File: config.mk
export PLATFORM = sky130hd
export DESIGN_NAME = div_unit_flat
export DESIGN_NICKNAME = d
export VERILOG_FILES = /design/src/rtl/cpu_pkg.sv /design/src/rtl/div_unit_if.sv /design/src/rtl/div_step.sv /design/src/rtl/div_unit.sv /design/src/flat_wrapper.sv
export SDC_FILE = /design/constraint.sdc
export NUM_CORES = 1
export LEC_CHECK = 0
export BUFFER_PORTS_ARGS = -buffer_cell sky130_fd_sc_hd__buf_2
export CORE_AREA = 5 5 139 141
export CTS_CLUSTER_SIZE = 28
export DETAILED_ROUTE_END_ITERATION = 7
export DIE_AREA = 0 0 144 146
export PLACE_DENSITY_LB_ADDON = 0.15
export SYNTH_ARGS = -nofsm -noshare
export SYNTH_HDL_FRONTEND = slang
export SYNTH_HIERARCHICAL = 1
export SYNTH_SLANG_ARGS = --single-unit
File: constraint.sdc
create_clock -name clk -period 4.85 [get_ports clk]
set_input_delay 0.485 -clock clk [delete_from_list [all_inputs] [get_ports clk]]
set_output_delay 0.485 -clock clk [all_outputs]
set_load 0.05 [all_outputs]
File: src/rtl/cpu_pkg.sv
`default_nettype none
// ============================================================================
// Module   : cpu_pkg
// Brief    : Shared CPU constants and types used by the EX-stage divider.
// Revision : 1.0 - initial release
// ============================================================================
package cpu_pkg;

    // Native register width; default operand width for execution units
    localparam int XLEN = 32;

    // Divider sequencing states
    typedef enum logic [1:0] {
        IDLE = 2'd0,
        RUN  = 2'd1,
        DONE = 2'd2
    } div_state_t;

endpackage
`default_nettype wire

File: src/rtl/div_unit_if.sv
`default_nettype none
// ============================================================================
// Module   : div_unit_if
// Brief    : Request/result bundle between the EX pipeline and the divider.
//            master = pipeline side, slave = divider side.
// Revision : 1.0 - initial release
// ============================================================================
interface div_unit_if
    import cpu_pkg::*;
#(
    parameter int WIDTH = XLEN
);
    logic             start;
    logic             signed_op;
    logic             flush;
    logic [WIDTH-1:0] dividend;
    logic [WIDTH-1:0] divisor;
    logic             busy;
    logic             done;
    logic [WIDTH-1:0] quotient;
    logic [WIDTH-1:0] remainder;
    logic             div_zero;
    logic             stall;

    modport master (
        output start, signed_op, flush, dividend, divisor,
        input  busy, done, quotient, remainder, div_zero, stall
    );

    modport slave (
        input  start, signed_op, flush, dividend, divisor,
        output busy, done, quotient, remainder, div_zero, stall
    );

endinterface
`default_nettype wire

File: src/rtl/div_step.sv
`default_nettype none
// ============================================================================
// Module   : div_step
// Brief    : One combinational restoring-division step. Shifts {rem, quo}
//            left by one, trial-subtracts the divisor and keeps the
//            difference when it does not borrow.
// Revision : 1.0 - initial release
// ============================================================================
module div_step #(
    parameter int WIDTH = 32
) (
    input  wire logic [WIDTH-1:0] rem,
    input  wire logic [WIDTH-1:0] quo,
    input  wire logic [WIDTH-1:0] divisor,
    output logic      [WIDTH-1:0] rem_next,
    output logic      [WIDTH-1:0] quo_next
);

    // One extra bit: the shifted remainder can reach 2*divisor-1
    logic [WIDTH:0] partial;
    logic [WIDTH:0] trial;
    logic           borrow;

    // Shift, trial-subtract, restore on borrow
    always_comb begin
        partial  = {rem, quo[WIDTH-1]};
        trial    = partial - {1'b0, divisor};
        borrow   = trial[WIDTH];
        rem_next = borrow ? partial[WIDTH-1:0] : trial[WIDTH-1:0];
        quo_next = {quo[WIDTH-2:0], ~borrow};
    end

endmodule
`default_nettype wire

File: src/rtl/div_unit.sv
`default_nettype none
// ============================================================================
// Module   : div_unit
// Brief    : Iterative radix-2 restoring divider (DIV/DIVU) for the EX stage.
//            Holds the pipeline through 'stall' while iterating WIDTH steps
//            and presents registered quotient/remainder on the 'done' cycle.
//            Build option: DIV_SIGNED_EN compiles in the signed path.
// Revision : 1.0 - initial release
// ============================================================================
module div_unit
    import cpu_pkg::*;
#(
    parameter int WIDTH = XLEN
) (
    input  wire logic  clk,
    input  wire logic  rst,
    div_unit_if.slave  bus
);

    localparam int              CNT_W     = $clog2(WIDTH) + 1;
    localparam logic [CNT_W-1:0] LAST_STEP = CNT_W'(WIDTH - 1);

    div_state_t       state;
    div_state_t       state_next;

    logic [WIDTH-1:0] rem;
    logic [WIDTH-1:0] quo;
    logic [WIDTH-1:0] dvs;
    logic             neg_q;
    logic             neg_r;
    logic [CNT_W-1:0] count;

    logic [WIDTH-1:0] quotient_q;
    logic [WIDTH-1:0] remainder_q;
    logic             div_zero_q;

    logic [WIDTH-1:0] dvd_mag;
    logic [WIDTH-1:0] dvs_mag;
    logic             dvd_neg;
    logic             dvs_neg;
    logic [WIDTH-1:0] step_rem;
    logic [WIDTH-1:0] step_quo;
    logic [WIDTH-1:0] fin_quo;
    logic [WIDTH-1:0] fin_rem;
    logic             accept;
    logic             by_zero;
    logic             last_step;

`ifdef DIV_SIGNED_EN
    // Operand magnitudes; the most-negative value maps to itself, which is
    // its correct unsigned magnitude
    always_comb begin
        dvd_neg = bus.signed_op & bus.dividend[WIDTH-1];
        dvs_neg = bus.signed_op & bus.divisor[WIDTH-1];
        dvd_mag = dvd_neg ? -bus.dividend : bus.dividend;
        dvs_mag = dvs_neg ? -bus.divisor  : bus.divisor;
    end
`else
    // Unsigned-only build: operands pass straight through
    logic unused_signed_op;
    assign unused_signed_op = bus.signed_op;

    always_comb begin
        dvd_neg = 1'b0;
        dvs_neg = 1'b0;
        dvd_mag = bus.dividend;
        dvs_mag = bus.divisor;
    end
`endif

    div_step #(.WIDTH(WIDTH)) u_step (
        .rem      (rem),
        .quo      (quo),
        .divisor  (dvs),
        .rem_next (step_rem),
        .quo_next (step_quo)
    );

    // Request qualification and final sign correction of the last step
    always_comb begin
        accept    = (state == IDLE) && bus.start && !bus.flush;
        by_zero   = (bus.divisor == '0);
        last_step = (state == RUN) && (count == LAST_STEP);
        fin_quo   = neg_q ? -step_quo : step_quo;
        fin_rem   = neg_r ? -step_rem : step_rem;
    end

    // State register
    always_ff @(posedge clk) begin
        if (rst) state <= IDLE;
        else     state <= state_next;
    end

    // Next-state decode; flush overrides every other transition
    always_comb begin
        state_next = state;
        if (bus.flush) begin
            state_next = IDLE;
        end else begin
            case (state)
                IDLE:    if (bus.start) state_next = by_zero ? DONE : RUN;
                RUN:     if (count == LAST_STEP) state_next = DONE;
                DONE:    state_next = IDLE;
                default: state_next = IDLE;
            endcase
        end
    end

    // Iteration datapath and result registers
    always_ff @(posedge clk) begin
        if (rst) begin
            rem         <= '0;
            quo         <= '0;
            dvs         <= '0;
            neg_q       <= 1'b0;
            neg_r       <= 1'b0;
            count       <= '0;
            quotient_q  <= '0;
            remainder_q <= '0;
            div_zero_q  <= 1'b0;
        end else begin
            if (accept) begin
                rem   <= '0;
                quo   <= dvd_mag;
                dvs   <= dvs_mag;
                neg_q <= dvd_neg ^ dvs_neg;
                neg_r <= dvd_neg;
                count <= '0;
                if (by_zero) begin
                    quotient_q  <= '1;
                    remainder_q <= bus.dividend;
                    div_zero_q  <= 1'b1;
                end
            end
            if ((state == RUN) && !bus.flush) begin
                rem   <= step_rem;
                quo   <= step_quo;
                count <= count + 1'b1;
                // Results land on the edge entering DONE so they are valid with done
                if (last_step) begin
                    quotient_q  <= fin_quo;
                    remainder_q <= fin_rem;
                    div_zero_q  <= 1'b0;
                end
            end
        end
    end

    // Status decodes and pipeline hold
    always_comb begin
        bus.busy      = (state == RUN);
        bus.done      = (state == DONE);
        bus.stall     = bus.start && (state != DONE);
        bus.quotient  = quotient_q;
        bus.remainder = remainder_q;
        bus.div_zero  = div_zero_q;
    end

endmodule
`default_nettype wire

File: src/flat_wrapper.sv
// flat-port wrapper written by rule: the top's interface ports become plain ports
module div_unit_flat import cpu_pkg::*;
#(
    parameter int WIDTH = XLEN
)
  (clk, rst, bus_start, bus_signed_op, bus_flush, bus_dividend, bus_divisor, bus_busy, bus_done, bus_quotient, bus_remainder, bus_div_zero, bus_stall);
  div_unit_if #(.WIDTH(WIDTH)) bus_i ();
  input  wire logic clk;
  input  wire logic rst;
  input wire logic [$bits(bus_i.start)-1:0] bus_start;
  input wire logic [$bits(bus_i.signed_op)-1:0] bus_signed_op;
  input wire logic [$bits(bus_i.flush)-1:0] bus_flush;
  input wire logic [$bits(bus_i.dividend)-1:0] bus_dividend;
  input wire logic [$bits(bus_i.divisor)-1:0] bus_divisor;
  output wire logic [$bits(bus_i.busy)-1:0] bus_busy;
  output wire logic [$bits(bus_i.done)-1:0] bus_done;
  output wire logic [$bits(bus_i.quotient)-1:0] bus_quotient;
  output wire logic [$bits(bus_i.remainder)-1:0] bus_remainder;
  output wire logic [$bits(bus_i.div_zero)-1:0] bus_div_zero;
  output wire logic [$bits(bus_i.stall)-1:0] bus_stall;
  assign bus_i.start = bus_start;
  assign bus_i.signed_op = bus_signed_op;
  assign bus_i.flush = bus_flush;
  assign bus_i.dividend = bus_dividend;
  assign bus_i.divisor = bus_divisor;
  assign bus_busy = bus_i.busy;
  assign bus_done = bus_i.done;
  assign bus_quotient = bus_i.quotient;
  assign bus_remainder = bus_i.remainder;
  assign bus_div_zero = bus_i.div_zero;
  assign bus_stall = bus_i.stall;
  div_unit #(.WIDTH(WIDTH)) u_core (.clk(clk), .rst(rst), .bus(bus_i));
endmodule
**After elaboration in Yosys (flattened, before gate mapping)**

Index checks and enable logic that the tools add are counted.

- $add $sub $neg: 2
- Multipliers: 0
- Div/mod/pow operators: 0
- Magnitude comparators: 0
- Eq/ne operators: 6
- Shift-type cells: 0
- Muxes and demuxes: 23
- Bitwise gates (word level): 1
- Reduce and logical (&&, ||, !) cells: 11

Operators with widths:

| kind | count |
|---|---|
| $mux 32 | 13 |
| $sub 33x32->33 | 1 |
| $logic_not 32->1 | 1 |
| $mux 6 | 2 |
| $add 6x1->6 const B | 1 |
| $eq 6x5->1 const B | 1 |
| $mux 2 | 3 |
| $logic_and 1x1->1 | 5 |
| $mux 1 | 4 |
| $ne 2x2->1 const B | 2 |
| $pmux 2 s2 | 1 |
| $eq 2x1->1 const B | 1 |
| $eq 2x2->1 const B | 1 |
| $logic_not 2->1 | 1 |
| $ne 2x1->1 const B | 1 |
| $reduce_and 2->1 | 1 |
| $reduce_bool 2->1 | 1 |
| $reduce_or 2->1 | 1 |
| $logic_not 1->1 | 1 |
| $not 1->1 | 1 |

- Flip-flop bits (word level): 169
- Bits in latches: 0
- Bits in writable memories: 0
- Bits in read-only memories: 0
- Input port bits: 69
- Output and inout port bits: 68
- Logic and storage cells: 51
- Memories: 0

**Longest topological paths before layout**

Gate-level depths: netlist of run 1.

- Word-level depth: 6
- Gate-level depth with buffers: 17
- Depth with buffers taken out: 15

**Modules after synthesis**

Netlist of run 1, hierarchy kept.

By module, submodules not included:

| module | instances | cells an instance | area each (µm²) |
|---|---|---|---|
| div_unit | 1 | 833 | 7035.5 |
| div_step | 1 | 340 | 2549.9 |

**Worst setup path after synthesis of run 1**

Ideal clock, no wire load.

- Path kind: register -> register
- Start point: reg u_core.quo[31]
- End point: reg u_core.rem[10]
- Library setup time: 0.128 ns
- Data arrival time: 3.244 ns
- Slack: 1.478 ns
- Cell stages (with the launch flop): 18
- Path buffers: 2
- Period minus slack after synthesis: 3.372 ns
- Path through: dfxtp_1 inv_1 ha_1 fa_1 and2b_1 o2111ai_2 a21oi_2 o211ai_2 a211oi_4 nor2_4 mux2i_4 and2_4 buf_12 inv_8 buf_12 mux2_4 a22oi_1 nor2_1

- Cells in the longest elaborated chain, start to end: 3

Ends and longest elaborated chain:

| what | RTL line | RTL |
|---|---|---|
| start: declaration | div_unit.sv:27 | `logic [WIDTH-1:0] quo;` |
| start signal: assignment | div_unit.sv:124 | `quo <= dvd_mag;` |
| start signal: assignment | div_unit.sv:137 | `quo <= step_quo;` |
| $sub 33x32->33 | div_step.sv:27 | `trial = partial - {1'b0, divisor};` |
| $mux 32 | div_step.sv:29 | `rem_next = borrow ? partial[WIDTH-1:0] : trial[WIDTH-1:0];` |
| net u_core.fin_rem[10] | div_unit.sv:44 | `logic [WIDTH-1:0] fin_rem;` |
| $mux 32 | div_unit.sv:135 | `if ((state == RUN) && !bus.flush) begin` |
| end signal: assignment | div_unit.sv:136 | `rem <= step_rem;` |
| end: declaration | div_unit.sv:26 | `logic [WIDTH-1:0] rem;` |

The timed path passes the listed nets, and every way through them passes these cells.
A chain may end at the register's enable or synchronous reset.

**Final worst setup path of run 1**

- Start point: reg u_core.quo[31]
- End point: reg u_core.rem[21]

The elaborated chain is that of the path after synthesis.

==> impl_metrics.yaml, run 1 <==
outcome:
  status: "complete, no violations"
sta:
  slew_viol_final: 0
  hold_violations: 0
  rsz0062_at_grt: "no"
  max_clock_freq_mhz: 260.6
  fin_crit_ps: 3837
  setup_violations: 0
  fin_worst_skew_ps: 7.939
  fin_tns_setup_ps: 0
  tightest_slew_ps: 962.1
  slew_headroom_pct: 35.65
  period_share_pct: 79.12
logic_synthesis:
  synth-edff-count: 0
  yosys.area.top_type: "dfxtp_1"
  yosys_warnings: 6
  syn_area_per_cell_sq_um: 8.172
  netlist_top_cells_count: "dfxtp_1 (169), nand2_1 (147), nor2_1 (136), inv_1 (95), a21oi_1 (64)"
  ys_ff_latch: 169
  ys_seq_area_share_pct: 35.30
  ys_async_sr_fraction_pct: 0
  yosys-top-cells-area: "dfxtp_1 (35%), nand2_1 (5.8%), nor2_1 (5.3%)"
  ys.flop_type: "dfxtp_1"
  syn_nets: 1276
  netlist_area_sq_um: 9585
  syn_inst: 1173
  ys_types: 70
  post-synth-top-count-cell: "dfxtp_1"
  synth_top_area_share_pct: 35.30
grt:
  antenna_found_initial: 0
  grt_max_degree: 79
  gr-total-overflow: 0
  first_global_vias: 8247
  grt_pass1_wl_mm: 42.57
  grt_use_total_pct: 24.74
power:
  ir_worst_vdd_mv: 0.2829
  p_switching_uw: 978.9
  combPwrFrac_pct: 17.1
  leakage_nw: 4.293
  p_total_mw: 3.477
  p_int_mw: 2.498
  power_density_nw_per_um2: 326.2
  seqPwrFrac_pct: 41.6
  pwr-share-clk_pct: 41.3
  sw_frac_of_total_pct: 28.15
final_layout:
  layout-drive-gt1-share_pct: 19.17
  final_cells: 1465
  num-nets-final: 1326
  syn_to_final_growth_pct: 11.20
  diodes: 0
route:
  postRouteWirelength_mm: 26.44
  remaining_drc_errors: 0
  vias_per_cell: 5.971
  drt_iter0_drc: 658
  drtAntennaViolNets: 0
  vias: 8748
  first_pass_iters: 5
  post_drt_wl_per_cell_um: 18.05
worst_setup_path:
  worstPathRequired_ps: 5140
  path_cells: "inv_1 -> ha_1 -> fa_1 -> and2b_1 -> o2111ai_2 -> a21oi_2 -> o211ai_2 -> a211oi_4 -> nor2_4 -> mux2i_4 -> and2_4 -> inv_8 -> mux2_4 -> a22oi_1 -> nor2_1"
  crit_arrival_ps: 4130
  critPathMaxStageDelay_ps: 390
  path_class: "flip-flop to flip-flop"
  cp_max_fo: 24
  worstSetupEndpointType: "flip-flop"
  cp-start-kind: "flip-flop"
  slowest_stage: "fa_1"
placed_design:
  gp_congestion: 0.8616
  dp.cells: 1433
  hpwl_mm: 17.87
  port-buffer-count: 135
clock_network:
  clk_latency_ps: 430
  cts_buffer_depth: 2
  clock_sinks: 169
  post-cts-setup-buffers: 0
  cts_resized: 0
  numCtsBuffers: 17
  cts-root-buf: "clkbuf_16"
  holdBufCountCts: 0
  clk_pin_slew_ps: 70
  htreeDepth: 4
  cts_tree: "built"
floorplanning:
  io_pins: 137
  die_h_um: 146
  die_w_um: 144
  core_area_sq_um: 17840
  rows: 49
  die_area_sq_um: 21020
  start_util_pct: 53.73
worst_hold_path:
  min_path_type: "input pin to flip-flop"
job:
  maxCapViolCount: 0
[cells by family (layout without fill, tap and decap cells)]
kind of cell             count (synthesis)  in the layout  synth area share, %
AND/OR/NAND/NOR                        365            365                16.83
multiplexers                            25             25                3.785
AO/OA/AOI/OAI                          338            338                26.60
buffers and inverters                  216            279                10.60
adder cells (fa/ha/maj)                 34             34                4.516
flip-flops                             169            169                35.30
XOR/XNOR                                26             26                2.376
[cell type report]
cell class	instances	area, sq um
clock buffer	18	429.2
clock inverter	14	185.2
fill	1654	7182
inverter	96	367.9
multi-input combinational	788	5209
sequential	169	3383
tap	229	286.5
timing repair buffer	151	798.3
[state kept, by name, summed over array words and instances, names as in the netlist]
| register | flops |
|---|---|
| u_core/count | 6 |
| u_core/bus.div_zero | 1 |
| u_core/state | 2 |
| u_core/bus.remainder | 32 |
| u_core/dvs | 32 |
| u_core/rem | 32 |
| u_core/quo | 32 |
| u_core/bus.quotient | 32 |
[power groups by stage]
| stage | combinational [mW] | clock [mW] | sequential [mW] |
|---|---|---|---|
| after floorplan | 0.504 | 0 | 1.47 |
| after global routing | 0.646 | 1.52 | 1.45 |
| final | 0.594 | 1.44 | 1.45 |
| after detailed placement | 0.586 | 0 | 1.48 |
| after CTS | 0.590 | 1.46 | 1.45 |
| after global placement | 0.580 | 0 | 1.48 |
[per-layer routing]
metal | GRT usage [%] | routed length [um] | vias to the layer above
met3 | 4.929 | 1585 | 33
li1 | - | - | 4269
met5 | 0 | 0 | -
met1 | 33.62 | 11650 | 4186
met4 | 8.145 | 719 | 0
met2 | 39.27 | 12490 | 260
[worst max-delay path, delay by kind of cell (launching register included)]
family,cells,cell delay [ps]
buf+inv,2,190
flops,1,380
mux,2,730
fa+ha+maj,2,610
compound gates,5,1050
simple gates,4,720
[through the flow]
stage	hold slack [ps]	worst slack [ps]	utilization [%]	cell area [sq um]
3_5_place_dp	449.1	1042	56.30	10040
5_1_grt	292.0	759.4	59.74	10660
4_1_cts	290.7	1026	59.74	10660
3_3_place_gp	445.0	1073	56.30	10040
2_1_floorplan	436.3	1479	-	9585
6_report	301.7	1013	59.74	10660
[final timing paths]
check | slack, ps | depth (start not counted) | start | endpoint
min | 300 | 3 | bus_divisor[5] | u_core/dvs[5]
max | 1010 | 15 | u_core/quo[31] | u_core/rem[21]
min reg2reg | 450 | 2 | u_core/dvs[23] | u_core/dvs[23]
max reg2reg | 1010 | 15 | u_core/quo[31] | u_core/rem[21]
[cells in the final DEF, fill, tap and decap left out, types with 4 or more instances in the layout]
master and count:
a21o_1 13, a21oi_1 64, a211oi_1 11, a311oi_1 33, nand4_1 8, o2111ai_1 4
nor2_1 134, o21ai_0 24, o21a_1 5, o31ai_1 36, nor4_1 8, a2111oi_0 6
a221oi_1 12, ha_1 33, and3_1 8, clkbuf_16 17, nand2_1 147, a22oi_1 34
nor3_1 6, inv_1 95, xor2_1 12, dfxtp_1 169, inv_6 4, a31oi_1 14
xnor2_1 14, nor2b_1 6, o211ai_1 34, mux2_4 19, mux2_2 4, buf_4 17
nand3_1 19, buf_2 134, a2111oi_1 20, a221oi_2 12
(Power assumes the default switching activity.)
==> run 2, diff against run 1 <==
- clock period: 4.85 -> 3.7 ns (I/O delays scaled with it)
==> impl_metrics.yaml, run 2 (synthesis results as in run 1) <==
job:
  maxCapViolCount: 0
final_layout:
  layout-drive-gt1-share_pct: 19.97
  syn_to_final_growth_pct: 11.81
  num-nets-final: 1337
  fin_area_sq_um: 10720
  fillers: 1675
  final_cells: 1476
  layout_commonest_cell: "dfxtp_1"
  diodes: 0
  most-common-layout-cells: "dfxtp_1 (169), nand2_1 (147), buf_2 (134), nor2_1 (134), inv_1 (95)"
grt:
  antenna_found_initial: 0
  grt_pass1_wl_mm: 42.50
  grt_max_degree: 112
  first_global_vias: 8420
  grt_use_total_pct: 24.77
  gr-total-overflow: 0
floorplanning:
  io_pins: 137
  die_h_um: 146
  rows: 49
  die_area_sq_um: 21020
  core_area_sq_um: 17840
  die_w_um: 144
  start_util_pct: 53.73
power:
  power_density_nw_per_um2: 416.2
  ir_worst_vdd_mv: 0.3255
  leakage_nw: 4.336
placed_design:
  gp_congestion: 0.8638
  port-buffer-count: 135
  hpwl_mm: 18.02
  dp.cells: 1442
  dpl_cell_area_sq_um: 10120
clock_network:
  numCtsBuffers: 17
  clk_pin_slew_ps: 70
  clk_latency_ps: 430
  cts_tree: "built"
  cts_buffer_depth: 2
  post-cts-setup-buffers: 0
  htreeDepth: 4
  cts_resized: 0
  holdBufCountCts: 0
  cts-root-buf: "clkbuf_16"
  clock_sinks: 169
sta:
  slew_viol_final: 0
  fin_worst_skew_ps: 9.836
  slew_headroom_pct: 45.38
  period_share_pct: 94.18
  hold_violations: 0
  fin_tns_setup_ps: 0
  fin_crit_ps: 3485
  tightest_slew_ps: 815.8
  max_clock_freq_mhz: 287.0
  rsz0062_at_grt: "yes"
  setup_violations: 0
route:
  post_drt_wl_per_cell_um: 17.86
  drtAntennaViolNets: 0
  vias_per_cell: 5.957
  drt_iter0_drc: 726
  first_pass_iters: 5
  postRouteWirelength_mm: 26.36
  remaining_drc_errors: 0
  vias: 8792
worst_hold_path:
  min_path_type: "input pin to flip-flop"
worst_setup_path:
  worstPathRequired_ps: 4060
  worstSetupEndpointType: "flip-flop"
  cp_max_fo: 7
  cp-start-kind: "flip-flop"
  path_class: "flip-flop to flip-flop"
  crit_arrival_ps: 3840
outcome:
  status: "complete, no violations"
==> run 2: cell types whose count changed in the layout (fill, tap and decap cells not counted), sizes merged <==
cell and delta:
inv +2, buf +9, clkinv +2, bufinv -2
==> run 2: final cells by class <==
type                       instances  area [sq um]  share of cell area [%]
multi-input combinational        788          5214                   48.65
sequential                       169          3383                   31.57
timing repair buffer             160         878.3                   8.195
clock buffer                      18         429.2                   4.004
inverter                          96         372.9                   3.479
tap                              229         286.5                   2.673
clock inverter                    14         136.4                   1.272
timing repair inverter             2         17.52                  0.1634
==> run 2: metrics by stage <==
step / total power [mW] / utilization [%] / setup WS [ps] / hold slack [ps]
2_1_floorplan: 2.588 / - / 328.5 / 436.3
3_3_place_gp: 2.721 / 56.75 / 264.1 / 443.9
3_5_place_dp: 2.726 / 56.75 / 249.6 / 447.3
4_1_cts: 4.467 / 59.92 / 220.4 / 171.6
5_1_grt: 4.658 / 60.07 / -35.53 / 177.9
6_report: 4.461 / 60.07 / 215.2 / 184.0
==> run 2: where the power goes <==
group          leakage, nW  total [mW]  internal, mW  switching (mW)
Clock                0.274        1.74         0.944           0.799
Combinational         2.69       0.824         0.352           0.472
Sequential            1.37        1.89          1.87          0.0283
Total                 4.34        4.46          3.16            1.30
==> run 2: worst paths after layout <==
path,startpoint,endpoint,slack (ps),cells past startpoint
setup / recovery,u_core/quo[31],u_core/rem[30],220,16
hold / removal,bus_divisor[5],u_core/dvs[5],180,3
hold reg to reg,u_core/dvs[9],u_core/dvs[9],450,2
setup reg to reg,u_core/quo[31],u_core/rem[30],220,16
==> run 2: critical path, cell delays in order, from the launching register on <==
cell       delay [ps]
dfxtp_1           330
inv_1              40
ha_1              220
fa_1              400
and2b_1           250
o2111ai_2         140
a21oi_2           190
o211ai_2          150
a211oi_4          350
nor2_4             90
mux2i_4           200
and2_4            210
buf_4             160
buf_4             150
o31ai_1           280
a22oi_1           140
nor2_1            110
==> run 2: layer usage <==
| layer | global-route usage [%] | part of all wire [%] |
|---|---|---|
| met5 | 0 | 0 |
| met4 | 7.910 | 2.6 |
| met3 | 4.568 | 6.0 |
| met2 | 40.27 | 49 |
| met1 | 33.16 | 43 |
==> run 3, diff against run 2 <==
- CORE_AREA: 5 5 139 141 -> 5 5 130 132
- DIE_AREA: 0 0 144 146 -> 0 0 135 137
- SYNTH_HIERARCHICAL: 1 -> unset
==> impl_metrics.yaml, run 3 <==
placed_design:
  gp_congestion: 0.9218
  port-buffer-count: 135
  dpl_cell_area_sq_um: 9283
  dp.cells: 1360
  hpwl_mm: 15.82
sta:
  max_clock_freq_mhz: 287.4
  slew_headroom_pct: 45.68
  setup_violations: 0
  slew_viol_final: 0
  hold_violations: 0
  tightest_slew_ps: 812.8
  period_share_pct: 94.04
  fin_worst_skew_ps: 9.234
  rsz0062_at_grt: "no"
  fin_crit_ps: 3479
  fin_tns_setup_ps: 0
floorplanning:
  start_util_pct: 54.19
  die_area_sq_um: 18500
  core_area_sq_um: 15600
  die_w_um: 135
  die_h_um: 137
  rows: 46
  io_pins: 137
worst_setup_path:
  cp_max_fo: 38
  worstSetupEndpointType: "flip-flop"
  worstPathRequired_ps: 4020
  path_class: "flip-flop to flip-flop"
  cp-start-kind: "flip-flop"
  crit_arrival_ps: 3790
logic_synthesis:
  post-synth-top-count-cell: "dfxtp_1"
  synth-edff-count: 0
  ys_async_sr_fraction_pct: 0
  yosys_warnings: 0
  netlist_top_cells_count: "dfxtp_1 (169), nor2_1 (117), nand2_1 (116), nor3_1 (96), a21oi_1 (82)"
  ys_types: 54
  ys.flop_type: "dfxtp_1"
  synth_top_area_share_pct: 40.03
  ys_ff_latch: 169
  netlist_area_sq_um: 8452
  yosys-top-cells-area: "dfxtp_1 (40%), a211oi_1 (6.0%), nor3_1 (5.7%)"
  ys_seq_area_share_pct: 40.03
  syn_nets: 1174
  yosys.area.top_type: "dfxtp_1"
  syn_area_per_cell_sq_um: 7.892
  syn_inst: 1071
outcome:
  status: "complete, no violations"
power:
  ir_worst_vdd_mv: 0.3754
  leakage_nw: 4.218
  power_density_nw_per_um2: 447.3
route:
  postRouteWirelength_mm: 22.26
  remaining_drc_errors: 0
  drtAntennaViolNets: 0
  vias: 7787
  drt_iter0_drc: 626
  post_drt_wl_per_cell_um: 16.00
  first_pass_iters: 5
  vias_per_cell: 5.598
grt:
  antenna_found_initial: 0
  first_global_vias: 6914
  grt_use_total_pct: 23.69
  grt_pass1_wl_mm: 35.54
  gr-total-overflow: 0
  grt_max_degree: 98
clock_network:
  clock_sinks: 169
  clk_pin_slew_ps: 60
  htreeDepth: 4
  cts-root-buf: "clkbuf_16"
  clk_latency_ps: 430
  cts_tree: "built"
  numCtsBuffers: 17
  cts_buffer_depth: 2
final_layout:
  layout_commonest_cell: "dfxtp_1"
  syn_to_final_growth_pct: 17.08
  layout-drive-gt1-share_pct: 16.85
  diodes: 0
  fin_area_sq_um: 9896
  most-common-layout-cells: "dfxtp_1 (169), buf_2 (134), nand2_1 (115)"
  fillers: 1467
  final_cells: 1391
  num-nets-final: 1266
worst_hold_path:
  min_path_type: "input pin to flip-flop"
job:
  maxCapViolCount: 0
==> run 3: cell types whose count changed after synthesis, sizes merged, moves of 31 or more <==
cell	delta
buf	-52
a211oi	+57
a311oi	-31
nor3	+89
o31ai	-31
inv	-59
nand2	-32
==> run 3: worst max-delay path, cell delays in order, from the launching register on <==
cell and delay [ps]:
dfxtp_1 340, inv_1 60, ha_1 150, inv_1 60
fa_1 470, a211o_1 300, a211oi_2 340, o31ai_2 150
o21ai_1 230, a211oi_2 150, a31oi_2 250, o211ai_4 140
buf_12 200, mux2_4 330, a22o_1 180
==> run 3: cell families (layout without fill, tap and decap cells) <==
| group | Yosys count | in the layout | share of synthesized area (%) |
|---|---|---|---|
| AO/OA/AOI/OAI | 289 | 289 | 21.72 |
| adder cells (fa/ha/maj) | 34 | 34 | 5.122 |
| flip-flops | 169 | 169 | 40.03 |
| multiplexers | 16 | 16 | 2.013 |
| buffers and inverters | 116 | 220 | 5.477 |
| XOR/XNOR | 29 | 29 | 3.005 |
| AND/OR/NAND/NOR | 418 | 418 | 22.64 |
==> run 3: final timing paths <==
check | from | end | slack (ps) | cells past startpoint
worst max register to register | u_core.quo[31] | u_core.rem[8] | 220 | 14
worst min register to register | u_core.dvs[26] | u_core.dvs[26] | 450 | 2
worst min-delay path | bus_divisor[30] | u_core.dvs[30] | 190 | 3
worst max-delay path | u_core.quo[31] | u_core.rem[8] | 220 | 14
==> run 3: metal layers <==
metal  track usage (%)  up-vias  share of wire [%]
met2             35.27      235                 43
met1             35.92     3554                 50
met5                 0        -                  0
met4             4.983        0               0.98
li1                  -     3978                  -
met3             4.154       20                5.9
==> run 3: what timing repair did <==
action                     in CTS  in global routing
resized for setup               0                  1
buffers inserted                0                  0
setup endpoints to repair       0                  5
hold buffers                    0                  0
==> run 3: final cells by class <==
class                      count  area, sq um  area share (%)
multi-input combinational    786         4641           46.90
sequential                   169         3383           34.19
clock buffer                  18        439.2           4.438
inverter                      37        138.9           1.403
timing repair buffer         152        855.8           8.648
tap                          216        270.3           2.731
clock inverter                13        167.7           1.694
==> run 3: where the power goes <==
part           total (mW)  internal (mW)  leakage [nW]  switching (mW)
Clock                1.83           1.08         0.293           0.749
Combinational       0.689          0.274          2.55           0.414
Sequential           1.91           1.87          1.37          0.0370
Total                4.43           3.23          4.22            1.20
==> run 3: per-stage QoR <==
stage	worst slack, ps	hold WS [ps]	total power [mW]	util, %
after floorplan	671.3	436.3	2.435	-
after global placement	274.1	442.1	2.612	59.51
after detailed placement	203.0	449.5	2.618	59.51
after CTS	180.7	178.2	4.445	63.40
after global routing	23.55	190.6	4.609	63.44
final	220.7	186.2	4.426	63.44
